### src/rtl/tile_fetch_arbiter.sv
// Round-robin arbiter sharing one tile ROM port between CHANNELS layers.
// Each fetched chunky word is converted to planar form (optionally h-flipped) and held per channel.
module tile_fetch_arbiter #(
   parameter int CHANNELS = 2,
   parameter int AW       = 18,
   parameter int BPP      = 4,
   parameter int PIX      = 8,
   parameter int TIMEOUT  = 15
) (
   input  logic                          clk_main,
   input  logic                          nRES,
   input  logic                          flush,
   input  logic [CHANNELS-1:0]           ch_req,
   input  logic [CHANNELS*AW-1:0]        ch_addr,
   input  logic [CHANNELS-1:0]           ch_flip,
   output logic [CHANNELS-1:0]           ch_busy,
   output logic [CHANNELS-1:0]           ch_valid,
   output logic [CHANNELS-1:0]           ch_err,
   output logic [CHANNELS*BPP*PIX-1:0]   ch_data,
   output logic [AW-1:0]                 rom_addr,
   output logic                          rom_rd,
   input  logic                          rom_valid,
   input  logic [BPP*PIX-1:0]            rom_data
);

   localparam int W  = BPP * PIX;
   localparam int CW = (CHANNELS > 1) ? $clog2(CHANNELS) : 1;
   localparam int TW = $clog2(TIMEOUT + 1);

   typedef enum logic [1:0] {IDLE, ISSUE, WAIT} state_t;

   state_t              state;
   logic [CHANNELS-1:0] pend;
   logic [CHANNELS-1:0] pend_next;
   logic [AW-1:0]       pend_addr [CHANNELS];
   logic [CHANNELS-1:0] pend_flip;
   logic [CW-1:0]       grant;
   logic [CW-1:0]       rr;
   logic [CW-1:0]       pick;
   logic [CW-1:0]       grant_inc;
   logic                pick_found;
   logic                cur_flip;
   logic [TW-1:0]       cnt;

   function automatic logic [W-1:0] to_planar(input logic [W-1:0] d, input logic f);
      logic [W-1:0] r;
      r = '0;
      for (int b = 0; b < BPP; b++) begin
         for (int p = 0; p < PIX; p++) begin
            r[b*PIX+p] = f ? d[(PIX-1-p)*BPP+b] : d[p*BPP+b];
         end
      end
      return r;
   endfunction

   // First pending channel at or after the round-robin pointer, wrapping.
   always_comb begin
      pick       = '0;
      pick_found = 1'b0;
      for (int i = 0; i < CHANNELS; i++) begin
         if (!pick_found && pend[(int'(rr) + i) % CHANNELS]) begin
            pick_found = 1'b1;
            pick       = CW'((int'(rr) + i) % CHANNELS);
         end
      end
   end

   assign grant_inc = (grant == CW'(CHANNELS - 1)) ? '0 : grant + 1'b1;

   // A request arriving on the grant cycle re-arms the channel, so set wins over clear.
   always_comb begin
      pend_next = pend;
      if (state == IDLE && pick_found) begin
         pend_next[pick] = 1'b0;
      end
      pend_next = pend_next | ch_req;
   end

   always_comb begin
      ch_busy = '0;
      for (int c = 0; c < CHANNELS; c++) begin
         ch_busy[c] = pend[c] | ((state != IDLE) && (grant == CW'(c)));
      end
   end

   always_ff @(posedge clk_main or negedge nRES) begin
      if (!nRES) begin
         state     <= IDLE;
         pend      <= '0;
         pend_flip <= '0;
         for (int c = 0; c < CHANNELS; c++) begin
            pend_addr[c] <= '0;
         end
         grant     <= '0;
         rr        <= '0;
         cur_flip  <= 1'b0;
         cnt       <= '0;
         rom_addr  <= '0;
         rom_rd    <= 1'b0;
         ch_valid  <= '0;
         ch_err    <= '0;
         ch_data   <= '0;
      end else begin
         rom_rd   <= 1'b0;
         ch_valid <= '0;
         ch_err   <= '0;
         if (flush) begin
            pend  <= '0;
            state <= IDLE;
         end else begin
            pend <= pend_next;
            for (int c = 0; c < CHANNELS; c++) begin
               if (ch_req[c]) begin
                  pend_addr[c] <= ch_addr[c*AW +: AW];
                  pend_flip[c] <= ch_flip[c];
               end
            end
            case (state)
               IDLE: begin
                  if (pick_found) begin
                     grant    <= pick;
                     rom_addr <= pend_addr[pick];
                     cur_flip <= pend_flip[pick];
                     rom_rd   <= 1'b1;
                     state    <= ISSUE;
                  end
               end
               ISSUE: begin
                  cnt   <= '0;
                  state <= WAIT;
               end
               // cnt counts WAIT cycles from 0; TIMEOUT silent WAIT cycles abandon the fetch.
               WAIT: begin
                  if (rom_valid) begin
                     ch_data[grant*W +: W] <= to_planar(rom_data, cur_flip);
                     ch_valid[grant]       <= 1'b1;
                     rr                    <= grant_inc;
                     state                 <= IDLE;
                  end else if (cnt == TW'(TIMEOUT - 1)) begin
                     ch_err[grant] <= 1'b1;
                     rr            <= grant_inc;
                     state         <= IDLE;
                  end else begin
                     cnt <= cnt + 1'b1;
                  end
               end
               default: state <= IDLE;
            endcase
         end
      end
   end

endmodule

### config.mk
export PLATFORM = sky130hd
export DESIGN_NAME = tile_fetch_arbiter
export DESIGN_NICKNAME = d
export VERILOG_FILES = /design/src/rtl/tile_fetch_arbiter.sv
export SDC_FILE = /design/constraint.sdc
export NUM_CORES = 1
export LEC_CHECK = 0
export BUFFER_PORTS_ARGS = -buffer_cell sky130_fd_sc_hd__buf_2
export CORE_UTILIZATION = 52
export DETAILED_ROUTE_END_ITERATION = 10
export GPL_ROUTABILITY_DRIVEN = 0
export PLACE_DENSITY = 0.86
export SKIP_LAST_GASP = 1
export SYNTH_ARGS = -nofsm -noshare
export SYNTH_HDL_FRONTEND = slang
export SYNTH_SLANG_ARGS = --single-unit
### constraint.sdc
create_clock -name clk_main -period 2.4 [get_ports clk_main]
set_input_delay 0 -clock clk_main [delete_from_list [all_inputs] [get_ports clk_main]]
set_output_delay 0 -clock clk_main [all_outputs]
set_load 0.01 [all_outputs]
=== Word level (Yosys, flattened, before mapping) ===
Cells that the tools add are included.

* Bits in registers: 136
* Bits of input ports: 76
* Output and inout port bits: 89
* Logic and storage cells: 136

* $add $sub $neg: 4
* Magnitude comparators: 7
* Equality and inequality tests: 7
* Shift-type cells: 2
* Multiplexer cells: 74
* Bitwise operators: 9
* Reductions and logical operators: 18

{| class="wikitable"
|+ Operators with widths
! cell !! count
|-
| $bwmux W64 || 1
|-
| $shift A32 B34 Y64 const A || 1
|-
| $shiftx A32 B34 Y64 || 1
|-
| $mux W18 || 3
|-
| $mux W1 || 51
|-
| $neg A6 Y34 || 1
|-
| $mux W2 || 13
|-
| $reduce_and A3 Y1 || 3
|-
| $mux W4 || 2
|-
| $pmux W4 S2 || 1
|-
| $logic_and A1 B1 Y1 || 6
|-
| $lt A1 B2 Y1 const B || 3
|-
| $pmux W2 S3 || 1
|-
| $reduce_and A2 Y1 || 3
|-
| $reduce_bool A2 Y1 || 3
|-
| $add A4 B1 Y4 const B || 1
|-
| $eq A4 B4 Y1 const B || 1
|-
| $ne A2 B2 Y1 const B || 2
|-
| $ne A4 B4 Y1 const B || 1
|-
| $reduce_and A4 Y1 || 1
|-
| $lt A2 B3 Y1 const B || 1
|-
| $ne A3 B3 Y1 const B || 1
|-
| $add A1 B1 Y1 const B || 2
|-
| $and A2 B2 Y2 || 1
|-
| other kinds (13) || 17
|}

=== Logic depth before layout (Yosys ltp) ===
* Depth in word-level cells: 16
* Mapped depth: 6
* Gate-level depth less buffers: 5

=== Worst setup path after synthesis ===
OpenSTA, ideal clock, no wires.

* Path type: register to register
* From: register state[0]
* To: register cnt[3]
* Setup time: 0.120 ns
* Arrival time: 1.610 ns
* Required time: 2.280 ns
* Slack: 0.670 ns
* Stages on the path, launching flop included: 4
* Path buffers: 0
* Clock period less this slack: 1.730 ns
* Cells stage by stage: dfrtp_1 -> or4b_4 -> or4b_1 -> and3_1

* Cells in the longest elaborated chain, start to end: 3
* Elaborated cells on any way between the ends: 7
* Classes of those cells: eq/ne: 4; mux: 1; reduce/logical: 2

{| class="wikitable"
|+ RTL lines
! element !! RTL line !! text
|-
| start: declaration || 32 || <nowiki>state_t state;</nowiki>
|-
| start signal: assignment || 88 || <nowiki>state <= IDLE;</nowiki>
|-
| start signal: assignment || 109 || <nowiki>state <= IDLE;</nowiki>
|-
| start signal: assignment || 125 || <nowiki>state <= ISSUE;</nowiki>
|-
| $eq A2 B2 Y1 / $eq A2 B1 Y1 (equally long branches) || 118 || <nowiki>case (state)</nowiki>
|-
| $ne A2 B2 Y1 (no line) / $reduce_bool A2 Y1 (equally long branches) || -- ||
|-
| $reduce_and A4 Y1 (no line) || -- ||
|-
| end signal: assignment || 144 || <nowiki>cnt <= cnt + 1'b1;</nowiki>
|-
| end: declaration || 43 || <nowiki>logic [TW-1:0] cnt;</nowiki>
|}

Parallel ways exist; a longest one is shown, timed or not.
A chain may end at the register's enable or synchronous reset.

=== Worst setup path after layout ===
* From: register cur_flip
* To: register ch_data[9]

* Cells in the longest elaborated chain, start to end: 3
* Elaborated cells on any way between the ends: 34
* Classes of those cells: shift: 1; mux: 33

{| class="wikitable"
|+ RTL lines
! element !! RTL line !! text
|-
| start: declaration || 42 || <nowiki>logic cur_flip;</nowiki>
|-
| start signal: assignment || 123 || <nowiki>cur_flip <= pend_flip[pick];</nowiki>
|-
| $mux W1 || 50 || <nowiki>r[b*PIX+p] = f ? d[(PIX-1-p)*BPP+b] : d[p*BPP+b];</nowiki>
|-
| $shiftx A32 B34 Y64 * || 135 || <nowiki>ch_data[grant*W +: W] <= to_planar(rom_data, cur_flip);</nowiki>
|-
| $bwmux W64 * || 135 ||
|-
| end signal: indexed assignment || 135 ||
|-
| end: declaration || 19 || <nowiki>output logic [CHANNELS*BPP*PIX-1:0] ch_data,</nowiki>
|}

Every way passes the cells marked *; elsewhere a longest branch is shown, timed or not.

==> metrics.txt <==
# TYPE chip_impl_metric gauge
chip_impl_info{name="status",value="complete, no violations"} 1
chip_impl_metric{name="syn-mean-instance-area",unit="sq um"} 13.54
chip_impl_metric{name="die_y",unit="um"} 107.2
chip_impl_metric{name="comb_power_share",unit="%"} 26.9
chip_impl_metric{name="cp_data_required_time",unit="ps"} 2790
chip_impl_metric{name="number_of_pins_exceeding_their_max_slew_limit_in_the_final_report",unit=""} 0
chip_impl_info{name="reg2reg_to",value="ch_data[9]$_DFFE_PN0P_"} 1
chip_impl_metric{name="synth_edf_count",unit=""} 0
chip_impl_metric{name="yosys_register_bits",unit=""} 136
chip_impl_metric{name="cts.repair.resized",unit=""} 0
chip_impl_metric{name="core_region_area",unit="sq mm"} 0.01079
chip_impl_metric{name="cts_sinks",unit=""} 136
chip_impl_metric{name="clk_path_buf_depth",unit=""} 2
chip_impl_metric{name="slew_headroom",unit="%"} 24.31
chip_impl_metric{name="die_area",unit="sq mm"} 0.01149
chip_impl_metric{name="avgRoutedWirePerCell",unit="um"} 18.71
chip_impl_metric{name="final_layout_size_suffix_gt1_share",unit="%"} 49.50
chip_impl_metric{name="period_needed",unit="ps"} 2130
chip_impl_metric{name="dp_hpwl",unit="mm"} 8.962
chip_impl_metric{name="count_of_unresolved_drc_violations_after_routing",unit=""} 0
chip_impl_metric{name="filler_cell_count",unit=""} 623
chip_impl_metric{name="internal_power",unit="mW"} 5.841
chip_impl_metric{name="finalHoldViolations",unit=""} 0
chip_impl_metric{name="globalRouteOverflowTotal",unit=""} 0
chip_impl_metric{name="drt_first_iter_violations",unit=""} 243
chip_impl_info{name="mostFrequentLayoutCell",value="sky130_fd_sc_hd__buf_2"} 1
chip_impl_metric{name="holdWs",unit="ps"} 122.6
chip_impl_info{name="cell_types_with_the_largest_area_share_after_synthesis",value="sky130_fd_sc_hd__dfrtp_1 (59%), sky130_fd_sc_hd__mux2_2 (26%), sky130_fd_sc_hd__nand3_1 (2.1%)"} 1
chip_impl_info{name="crit_path_start_kind",value="flop"} 1
chip_impl_metric{name="vdd.ir_drop.worst",unit="mV"} 0.5887
chip_impl_metric{name="ys_seq_area_share",unit="%"} 59.16
chip_impl_info{name="endpoint_kind",value="flop"} 1
chip_impl_metric{name="cts-hold-fix-buffers",unit=""} 95
chip_impl_metric{name="timing.reg2reg.setup_slack",unit="ps"} 270
chip_impl_metric{name="n_antenna_cell",unit=""} 0
chip_impl_metric{name="worst-endpoint-arrival",unit="ps"} 2520
chip_impl_metric{name="die_width",unit="um"} 107.2
chip_impl_metric{name="totalPowerFinal",unit="mW"} 8.271
chip_impl_metric{name="leakagePower",unit="nW"} 4.014
chip_impl_metric{name="setup_tns",unit="ps"} 0
chip_impl_metric{name="clk_latency",unit="ps"} 510
chip_impl_metric{name="initial_core_util",unit="%"} 53.30
chip_impl_metric{name="netlist_area",unit="sq mm"} 0.005753
chip_impl_metric{name="dr_total_vias",unit=""} 4644
chip_impl_metric{name="clkSlewWorstSetupHoldPaths",unit="ps"} 60
chip_impl_info{name="synth_flop_cell",value="sky130_fd_sc_hd__dfrtp_1"} 1
chip_impl_metric{name="transition_time_at_the_pin_with_the_least_slew_margin",unit="ps"} 1133
chip_impl_metric{name="antenna_violations_before_repair",unit=""} 0
chip_impl_metric{name="rows",unit=""} 38
chip_impl_metric{name="grt_util_all_layers",unit="%"} 28.87
chip_impl_metric{name="critical_path_peak_fanout",unit=""} 32
chip_impl_metric{name="synth-async-reset-ratio",unit="%"} 100.0
chip_impl_metric{name="timing.clock.skew",unit="ps"} 5.319
chip_impl_metric{name="ios",unit=""} 165
chip_impl_metric{name="ant_nets",unit=""} 0
chip_impl_metric{name="cts_made_buffers",unit=""} 17
chip_impl_metric{name="port_buffers",unit=""} 164
chip_impl_metric{name="power.net_switching",unit="mW"} 2.430
chip_impl_metric{name="vias_per_cell",unit=""} 5.535
chip_impl_metric{name="grt_pass1_wl",unit="mm"} 24.76
chip_impl_metric{name="clkPwrFrac",unit="%"} 33.2
chip_impl_metric{name="final_nets",unit=""} 764
chip_impl_metric{name="detail_route.first_pass.iterations",unit=""} 4
chip_impl_metric{name="layout-area-overhead-vs-synth",unit="%"} 44.35
chip_impl_info{name="mostFrequentLayoutCells",value="sky130_fd_sc_hd__buf_2 (163), sky130_fd_sc_hd__dfrtp_1 (136), sky130_fd_sc_hd__mux2_2 (135)"} 1
chip_impl_metric{name="first_global_vias",unit=""} 4932
chip_impl_metric{name="htree_num_levels",unit=""} 4
chip_impl_metric{name="drv.max_cap_violation_count",unit=""} 0
chip_impl_metric{name="yosys_warnings",unit=""} 0
chip_impl_metric{name="achievable-frequency",unit="MHz"} 469.5
chip_impl_metric{name="synth.lib_cells_used.distinct",unit=""} 31
chip_impl_metric{name="finalSetupViolations",unit=""} 0
chip_impl_metric{name="share_of_yosys_cell_area_claimed_by_the_top_area_cell_type",unit="%"} 59.16
chip_impl_metric{name="post-route-period-util",unit="%"} 88.74
chip_impl_metric{name="wirelength",unit="mm"} 15.70
chip_impl_metric{name="synthesis.nets",unit=""} 503
chip_impl_info{name="clk_root_buffer_cell",value="sky130_fd_sc_hd__clkbuf_8"} 1
chip_impl_info{name="critical_path.reg2reg.startpoint",value="cur_flip$_DFFE_PN0P_"} 1
chip_impl_metric{name="final_util",unit="%"} 76.94
chip_impl_metric{name="cts_post_setup_buffers_inserted",unit=""} 0
chip_impl_info{name="post-synth-top-area-cell",value="sky130_fd_sc_hd__dfrtp_1"} 1
chip_impl_metric{name="power_frac_seq",unit="%"} 39.9
chip_impl_metric{name="worst_r2r_path_depth",unit=""} 4
chip_impl_info{name="worst_hold_path_type",value="in -> async"} 1
chip_impl_info{name="critPathKind",value="reg -> reg"} 1
chip_impl_metric{name="synthesis.instances",unit=""} 425
chip_impl_metric{name="p_per_area",unit="mW/mm^2"} 996.0
chip_impl_info{name="rsz0062_at_grt",value="false"} 1
chip_impl_metric{name="netSwitchingFraction",unit="%"} 29.38
chip_impl_info{name="tritoncts",value="built"} 1
chip_impl_metric{name="grt_max_degree",unit=""} 82
[synthesized netlist by cell type, types with 2 or more instances]
master	n
sky130_fd_sc_hd__a21oi_1	23
sky130_fd_sc_hd__a31oi_1	19
sky130_fd_sc_hd__and2_1	2
sky130_fd_sc_hd__and3_1	3
sky130_fd_sc_hd__buf_2	6
sky130_fd_sc_hd__clkbuf_1	21
sky130_fd_sc_hd__dfrtp_1	136
sky130_fd_sc_hd__ha_1	2
sky130_fd_sc_hd__inv_1	5
sky130_fd_sc_hd__mux2_2	135
sky130_fd_sc_hd__nand2_1	2
sky130_fd_sc_hd__nand3_1	24
sky130_fd_sc_hd__nor2_1	5
sky130_fd_sc_hd__nor2b_1	2
sky130_fd_sc_hd__o21ai_0	23
sky130_fd_sc_hd__o21bai_1	2
[how the worst max path moves through the flow]
stage,startpoint,endpoint,slack [ps],cells after the start
floorplan,state[0]$_DFFE_PN0P_,cnt[3]$_DFFE_PN0P_,670,3
global placement,state[0]$_DFFE_PN0P_,ch_data[15]$_DFFE_PN0P_,600,4
CTS,cur_flip$_DFFE_PN0P_,ch_data[47]$_DFFE_PN0P_,290,4
detailed placement,state[0]$_DFFE_PN0P_,ch_data[11]$_DFFE_PN0P_,540,4
global route,rr$_DFFE_PN0P_,pend[1]$_DFF_PN0_,170,4
finish,cur_flip$_DFFE_PN0P_,ch_data[9]$_DFFE_PN0P_,270,4
[state kept, by name, indices dropped and copies added (netlist names), 2 cells and up]
signal,count
ch_data,64
ch_err,2
ch_valid,2
cnt,4
pend,2
pend_addr,36
pend_flip,2
rom_addr,18
state,2
[cell families (layout without fill, tap and decap cells)]
| group | count (synthesis) | in the layout | share of synthesized area [%] |
|---|---|---|---|
| AOI/OAI and AO/OA | 71 | 71 | 6.873 |
| adders and majority gates | 2 | 2 | 0.4349 |
| buffers and inverters | 34 | 308 | 2.479 |
| DFF | 136 | 136 | 59.16 |
| muxes | 136 | 136 | 26.60 |
| and+or+nand+nor | 46 | 46 | 4.459 |
[power by group through the flow]
stage / combinational [mW] / sequential [mW] / clock (mW)
floorplan: 0.919 / 3.47 / 0
global placement: 1.91 / 3.26 / 0
detailed placement: 1.99 / 3.30 / 0
CTS: 2.18 / 3.27 / 2.78
global route: 2.40 / 3.36 / 2.89
finish: 2.23 / 3.30 / 2.74
[metal layers]
layer / up-vias / share of wire [%] / GRT usage, %
met2: 234 / 53 / 53.55
met1: 2327 / 37 / 32.03
li1: 2062 / - / -
met5: - / 0 / 0
met3: 21 / 8.0 / 7.720
met4: 0 / 1.4 / 8.904
[area by class of cell]
type	count	area [sq um]	share of cell area, %
clock buffers	21	459.2	5.530
clock inverters	11	167.7	2.019
inverters	5	18.77	0.2260
multi-input cells	255	2212	26.64
flip-flops and latches	136	3403	40.98
well taps	140	175.2	2.109
repair buffers	271	1868	22.50
[worst max-delay path: stages, from the launching register on]
cell and delay (ps):
sky130_fd_sc_hd__dfrtp_1 340, sky130_fd_sc_hd__buf_4 390, sky130_fd_sc_hd__mux2_2 390, sky130_fd_sc_hd__dlygate4sd3_1 590, sky130_fd_sc_hd__mux2_2 290
[through the flow]
step,std cells,cell area [sq um],setup slack (ps)
after CTS,839,8304,291.2
final,839,8304,270.3
after floorplan,425,5753,670.2
after global routing,839,8304,174.8
after detailed placement,712,6726,544.2
after global placement,712,6726,597.1
Power figures use the tool's default switching activity.
